### src/rtl/alu_arb_pkg.sv
`default_nettype none
// ============================================================================
// Module      : alu_arb_pkg
// Description : Shared widths, ALU opcode constants and arbiter FSM state type
// Revision    : 1.0 - initial release
// ============================================================================
package alu_arb_pkg;

    localparam int DATA_W_DEF = 16;
    localparam int OP_W_DEF   = 4;

    localparam logic [3:0] OP_ADD = 4'b0000;
    localparam logic [3:0] OP_SUB = 4'b0001;
    localparam logic [3:0] OP_AND = 4'b0010;
    localparam logic [3:0] OP_OR  = 4'b0011;
    localparam logic [3:0] OP_SLL = 4'b0100;
    localparam logic [3:0] OP_SRL = 4'b0101;

    typedef enum logic [1:0] {
        ST_IDLE = 2'd0,
        ST_EXEC = 2'd1,
        ST_RESP = 2'd2
    } state_t;

endpackage
`default_nettype wire

### src/rtl/rr_arb2.sv
`default_nettype none
// ============================================================================
// Module      : rr_arb2
// Description : Two-way round-robin grant. ptr=0 favours requester 0,
//               ptr=1 favours requester 1; a lone valid always wins.
// Revision    : 1.0 - initial release
// ============================================================================
module rr_arb2 (
    input  logic valid0,
    input  logic valid1,
    input  logic ptr,
    output logic grant0,
    output logic grant1
);

    // Grant the favoured requester on contention, otherwise whoever is valid
    always_comb begin
        grant0 = valid0 & (~valid1 | ~ptr);
        grant1 = valid1 & (~valid0 |  ptr);
    end

endmodule
`default_nettype wire

### src/rtl/alu_arb2.sv
`default_nettype none
// ============================================================================
// Module      : alu_arb2
// Description : Shares one external combinational ALU between two requesters.
//               IDLE -> EXEC -> RESP, one transaction in flight at a time.
// Revision    : 1.0 - initial release
// ============================================================================
module alu_arb2
    import alu_arb_pkg::*;
#(
    parameter int DATA_W = DATA_W_DEF,
    parameter int OP_W   = OP_W_DEF
) (
    input  logic              clk,
    input  logic              rst,
    input  logic              req0_valid,
    output logic              req0_ready,
    input  logic [DATA_W-1:0] req0_a,
    input  logic [DATA_W-1:0] req0_b,
    input  logic [OP_W-1:0]   req0_op,
    input  logic              req1_valid,
    output logic              req1_ready,
    input  logic [DATA_W-1:0] req1_a,
    input  logic [DATA_W-1:0] req1_b,
    input  logic [OP_W-1:0]   req1_op,
    output logic              rsp0_valid,
    output logic [DATA_W-1:0] rsp0_data,
    input  logic              rsp0_ready,
    output logic              rsp1_valid,
    output logic [DATA_W-1:0] rsp1_data,
    input  logic              rsp1_ready,
    output logic [DATA_W-1:0] alu_a,
    output logic [DATA_W-1:0] alu_b,
    output logic [OP_W-1:0]   alu_op,
    input  logic [DATA_W-1:0] alu_result
);

    state_t            r_state;
    state_t            w_next;
    logic              r_ptr;
    logic              r_id;
    logic [DATA_W-1:0] r_a;
    logic [DATA_W-1:0] r_b;
    logic [OP_W-1:0]   r_op;
    logic [DATA_W-1:0] r_res;
    logic              w_grant0;
    logic              w_grant1;
    logic              w_accept;
    logic              w_rsp_hs;

    rr_arb2 u_rr_arb2 (
        .valid0 (req0_valid),
        .valid1 (req1_valid),
        .ptr    (r_ptr),
        .grant0 (w_grant0),
        .grant1 (w_grant1)
    );

    // State register
    always_ff @(posedge clk) begin
        if (rst) begin
            r_state <= ST_IDLE;
        end else begin
            r_state <= w_next;
        end
    end

    // Next-state decode plus handshake outputs; reset forces every handshake low
    always_comb begin
        w_next     = r_state;
        w_accept   = 1'b0;
        w_rsp_hs   = 1'b0;
        req0_ready = 1'b0;
        req1_ready = 1'b0;
        rsp0_valid = 1'b0;
        rsp1_valid = 1'b0;
        case (r_state)
            ST_IDLE: begin
                req0_ready = w_grant0;
                req1_ready = w_grant1;
                if (w_grant0 || w_grant1) begin
                    w_accept = 1'b1;
                    w_next   = ST_EXEC;
                end
            end
            ST_EXEC: begin
                w_next = ST_RESP;
            end
            ST_RESP: begin
                rsp0_valid = ~r_id;
                rsp1_valid =  r_id;
                w_rsp_hs   = r_id ? rsp1_ready : rsp0_ready;
                if (w_rsp_hs) begin
                    w_next = ST_IDLE;
                end
            end
            default: begin
                w_next = ST_IDLE;
            end
        endcase
        if (rst) begin
            w_accept   = 1'b0;
            w_rsp_hs   = 1'b0;
            req0_ready = 1'b0;
            req1_ready = 1'b0;
            rsp0_valid = 1'b0;
            rsp1_valid = 1'b0;
        end
    end

    // Payload capture on accept, result capture in EXEC, pointer flip on response handshake
    always_ff @(posedge clk) begin
        if (rst) begin
            r_ptr <= 1'b0;
            r_id  <= 1'b0;
            r_a   <= '0;
            r_b   <= '0;
            r_op  <= '0;
            r_res <= '0;
        end else begin
            if (w_accept) begin
                r_id <= w_grant1;
                r_a  <= w_grant1 ? req1_a  : req0_a;
                r_b  <= w_grant1 ? req1_b  : req0_b;
                r_op <= w_grant1 ? req1_op : req0_op;
            end
            if (r_state == ST_EXEC) begin
                r_res <= alu_result;
            end
            if (w_rsp_hs) begin
                r_ptr <= ~r_id;
            end
        end
    end

    // ALU operands come only from the captured registers; held at zero during reset
    always_comb begin
        alu_a  = rst ? '0 : r_a;
        alu_b  = rst ? '0 : r_b;
        alu_op = rst ? '0 : r_op;
    end

    // Both response ports share the single result register
    always_comb begin
        rsp0_data = r_res;
        rsp1_data = r_res;
    end

endmodule
`default_nettype wire

### config.mk
export PLATFORM = sky130hd
export DESIGN_NAME = alu_arb2
export DESIGN_NICKNAME = d
export VERILOG_FILES = /design/src/rtl/alu_arb_pkg.sv /design/src/rtl/rr_arb2.sv /design/src/rtl/alu_arb2.sv
export SDC_FILE = /design/constraint.sdc
export NUM_CORES = 1
export LEC_CHECK = 0
export BUFFER_PORTS_ARGS = -buffer_cell sky130_fd_sc_hd__buf_4
export CAP_MARGIN = 20
export CORE_MARGIN = 8
export CORE_UTILIZATION = 45
export DETAILED_ROUTE_END_ITERATION = 12
export PLACE_DENSITY = 0.78
export SETUP_SLACK_MARGIN = 0.3
export SLEW_MARGIN = 40
export SYNTH_ARGS = -nofsm -noshare
export SYNTH_HDL_FRONTEND = slang
export SYNTH_SLANG_ARGS = --single-unit
### constraint.sdc
create_clock -name clk -period 1.9 [get_ports clk]
set_clock_uncertainty 0.2 [all_clocks]
set_input_delay 0.285 -clock clk [delete_from_list [all_inputs] [get_ports clk]]
set_output_delay 0.285 -clock clk [all_outputs]
set_load 0.01 [all_outputs]
==> tab_implementation.tex <==
\begin{tabular}{lr}
\hline
Metric & Value \\
\hline
\multicolumn{2}{l}{\textbf{Outcome}} \\
Run status & finished, final reports clean \\
\multicolumn{2}{l}{\textbf{Global routing}} \\
Antenna violations before repair & 0 \\
Combined global-route utilization of all metal layers & approximately a fifth \\
Global-route wire length before repair & roughly 17 mm \\
Via count of the first global-routing pass & about 3.4k \\
Largest net degree at the start of global routing & 39 \\
Gr ovfl total & 0 \\
\multicolumn{2}{l}{\textbf{CTS}} \\
Clock-pin slew on the worst setup and hold paths & 0.10 ns \\
Sinks on the clock net & between 50 and 60 \\
Clock Tree Buf Depth & 2 \\
Source-to-sink clock delay at the later pin of the worst-skew pair & about 0.30 ns \\
TritonCTS clock tree & yes \\
Number of H-tree levels & 2 \\
Cell at the root of the clock tree & sky130\_fd\_sc\_hd\_\_clkbuf\_8 \\
Number of CTS-inserted buffers & 5 \\
\multicolumn{2}{l}{\textbf{Synth}} \\
Cell types with the largest area share after synthesis & sky130\_fd\_sc\_hd\_\_dfxtp\_1, sky130\_fd\_sc\_hd\_\_a21oi\_1, sky130\_fd\_sc\_hd\_\_nor4b\_1 \\
Seq/Total Area, Yosys & a little over a third \\
Most frequently used flop master after synthesis & sky130\_fd\_sc\_hd\_\_dfxtp\_1 \\
Summed instance area of the synthesized netlist & 0.00311 mm\^{}2 \\
EDFF count, synth & 0 \\
Number of synthesized register bits & 56 \\
Synth area leader & sky130\_fd\_sc\_hd\_\_dfxtp\_1 \\
Number of distinct library cell variants in the gate-level netlist after synthesis & 33 \\
Yosys top cell area share & 36.1\% \\
Mapped Avg Cell Area & 8.43 um\^{}2 \\
Async SR Flop Fraction & 0\% \\
Synthesized instance count & 369 \\
Count of synthesis-stage warnings from yosys & 0 \\
Nets in the synthesized netlist & approximately 460 \\
\multicolumn{2}{l}{\textbf{Critical path}} \\
Worst R2R Start & r\_state[0] \\
Worst Path Max Fanout & 4 \\
Data arrival time at the worst-slack endpoint & approximately 1.3 ns \\
Startpoint type of the worst setup path & flop \\
Endpoint kind of the worst setup timing path & output port \\
Logic depth of the worst register-to-register path & 6 \\
Category of the most critical setup path & flop to output port \\
R2r setup slk & $\sim$0.12 ns \\
Required time worst endpoint & approximately 1.4 ns \\
R2R Path End & r\_op[1] \\
\multicolumn{2}{l}{\textbf{Final layout}} \\
Layout Area Growth over Synthesis & 65.4\% \\
Final Core Density & about 76\% \\
Antenna diode count & 0 \\
Number of standard cells in the layout, taps in and fillers out & about 590 \\
Sequential cell area & 0.00113 mm\^{}2 \\
Fraction of final layout cells sized beyond drive strength 1 & 53.5\% \\
Multi-input gate area in the final layout & approximately 0.0022 mm\^{}2 \\
Cell area after layout & between 0.005 and 0.006 mm\^{}2 \\
Final net count & $\sim$610 \\
Fillers & 491 \\
\multicolumn{2}{l}{\textbf{Timing}} \\
RSZ-0062 raised after global routing & true \\
Count of pins over their slew limit & 0 \\
Period utilization & a little over nine tenths \\
Final count of negative-setup-slack endpoints & 0 \\
Accumulated negative setup slack & 0 ns \\
Slew @ Worst Pin & 0.754 ns \\
Post-layout min period & between 1.5 and 2 ns \\
Highest clock rate & about 560 MHz \\
Hold Slack & between 0.02 and 0.025 ns \\
Fin. Hold Viols & 0 \\
Worst slew margin & 49.8\% \\
\multicolumn{2}{l}{\textbf{Die}} \\
Core Box Area & between 0.006 and 0.007 mm\^{}2 \\
Die Footprint & between 0.009 and 0.01 mm\^{}2 \\
Cell row count & 30 \\
Horizontal die dimension & slightly below 100 um \\
Vert. Die Dim & between 90 and 100 um \\
Starting density of the core & between 40 and 50\% \\
I/O pin total & around 170 \\
\multicolumn{2}{l}{\textbf{Placement}} \\
Final weighted congestion in routability-driven placement & 0.771 \\
Detailed-placement wirelength estimate & about 7.4 mm \\
Area of placed instances & around 0.0042 mm\^{}2 \\
Cell total after placement & 572 \\
I/O Buffers & 165 \\
\multicolumn{2}{l}{\textbf{Min path}} \\
Endpoint with the worst hold slack & rsp0\_data[11] \\
Worst Hold Launch & alu\_result[11] \\
Count of cells along the worst hold path & 3 \\
Min-delay worst type & input pin to flop \\
\multicolumn{2}{l}{\textbf{Drt}} \\
Remaining number of nets flagged by the antenna check after routing & 0 \\
Vias after detailed routing & about 3.4k \\
Detailed-route wire length & between 10 and 15 mm \\
Remaining routing DRC violations & 0 \\
Number of detailed-route iterations in the first pass & 4 \\
Routed WL per cell & slightly below 20 um \\
Iter 0 DRT Violations & roughly 150 \\
Post-DR vias/cell & 5.76 \\
\multicolumn{2}{l}{\textbf{Power and ir drop}} \\
Areal power density over the cells & approximately 660 mW/mm\^{}2 \\
Worst IR drop on VDD & between 300 and 400 uV \\
Leakage power summed over all cells & about 2.2 nW \\
\multicolumn{2}{l}{\textbf{Flow run}} \\
\# Max-Cap Violations & 0 \\
\hline
\end{tabular}
## kinds of logic (layout without fill, tap and decap cells)
group / count (synthesis) / in the layout / share of synthesized area [%]
AOI/OAI and AO/OA: 58 / 58 / 9.62
buffers and inverters: 61 / 204 / 12.9
DFF: 56 / 56 / 36.1
and+or+nand+nor: 194 / 194 / 41.4
## sequential cells by signal, summed over array words and instances, names as in the netlist
| name | cells |
|---|---|
| r_a | 16 |
| r_b | 16 |
| r_id | 1 |
| r_op | 4 |
| r_ptr | 1 |
| r_state | 2 |
| rsp0_data | 16 |
## per-layer routing
layer / share of wire [%] / global-route usage, % / vias up
met5: 0 / 0 / -
met4: 1.3 / 4.77 / 0
li1: - / - / 1595
met1: 40 / 24.7 / 1628
met2: 50 / 35.7 / 173
met3: 8.3 / 6.42 / 15
## cells in the mapped netlist, types with 2 or more instances
master                     count
sky130_fd_sc_hd__nor3_2        5
sky130_fd_sc_hd__buf_8         2
sky130_fd_sc_hd__buf_6         6
sky130_fd_sc_hd__clkbuf_1     13
sky130_fd_sc_hd__inv_1         2
sky130_fd_sc_hd__nor3b_1       2
sky130_fd_sc_hd__buf_2        16
sky130_fd_sc_hd__a21oi_1      55
sky130_fd_sc_hd__nor4_2        5
sky130_fd_sc_hd__buf_1         2
sky130_fd_sc_hd__nand2_1      33
sky130_fd_sc_hd__nor4b_2       5
sky130_fd_sc_hd__nor3_1       33
sky130_fd_sc_hd__nor4_1       31
sky130_fd_sc_hd__nor2b_1      38
sky130_fd_sc_hd__buf_4        18
sky130_fd_sc_hd__nor4b_1      31
sky130_fd_sc_hd__nand2b_1      2
sky130_fd_sc_hd__dfxtp_1      56
## report_power, final
group          switching [mW]  internal [mW]
Combinational           0.666          0.691
Sequential             0.0700           1.30
Clock                   0.384          0.292
Total                    1.12           2.28
## critical path, cell delays in order (launching register included)
cell and delay [ns]:
sky130_fd_sc_hd__dfxtp_4 0.36, sky130_fd_sc_hd__or2_4 0.28, sky130_fd_sc_hd__nor4b_4 0.22, sky130_fd_sc_hd__buf_4 0.16
## worst max-delay path by stage
stage | from | endpoint | depth (start not counted)
after floorplan | r_state[1] | req1_ready | 5
after global placement | req0_valid | r_b[11] | 4
after detailed placement | r_state[1] | r_a[3] | 4
after CTS | r_state[0] | req1_ready | 3
after global routing | r_state[0] | req1_ready | 3
final | r_state[0] | req1_ready | 3
## timing repair
item / 4_1_cts / 5_1_grt
buffers inserted: 6 / 1
pin swaps: 3 / 16
endpoints found under the hold margin: 0 / 0
hold buffers: 0 / 0
cloned: 2 / 3
gates resized for setup: 49 / 53
endpoints found under the setup margin: 37 / 57
## cell usage in the layout, fill, tap and decap left out, drive strengths merged
| master | instances |
|---|---|
| or2b | 1 |
| buf | 191 |
| clkbuf | 9 |
| nor3 | 38 |
| o21ai | 1 |
| nand3 | 1 |
| nand3b | 1 |
| nor3b | 2 |
| nor2b | 39 |
| or2 | 2 |
| nor2 | 2 |
| nand2b | 2 |
| a21oi | 55 |
| nor4b | 37 |
| a21bo | 1 |
| clkinv | 2 |
| inv | 2 |
| nor4 | 36 |
| a2111oi | 1 |
| nand2 | 33 |
| dfxtp | 56 |
## layout make-up
type                       count  share of cell area (%)
sequential                    56                    22.0
tap                           80                    1.95
multi-input combinational    252                    42.4
timing repair buffer         194                    31.7
inverter                       2                   0.146
clock inverter                 2                   0.195
clock buffer                   6                    1.61
## stage by stage
stage / power (mW) / setup slack (ns)
after floorplan: 2.01 / 0.212
after detailed placement: 2.38 / 0.107
after global routing: 3.56 / 0.0342
after global placement: 2.36 / 0.174
after CTS: 3.21 / 0.0970
final: 3.40 / 0.110
No activity file was read; power rests on OpenSTA's default activity.
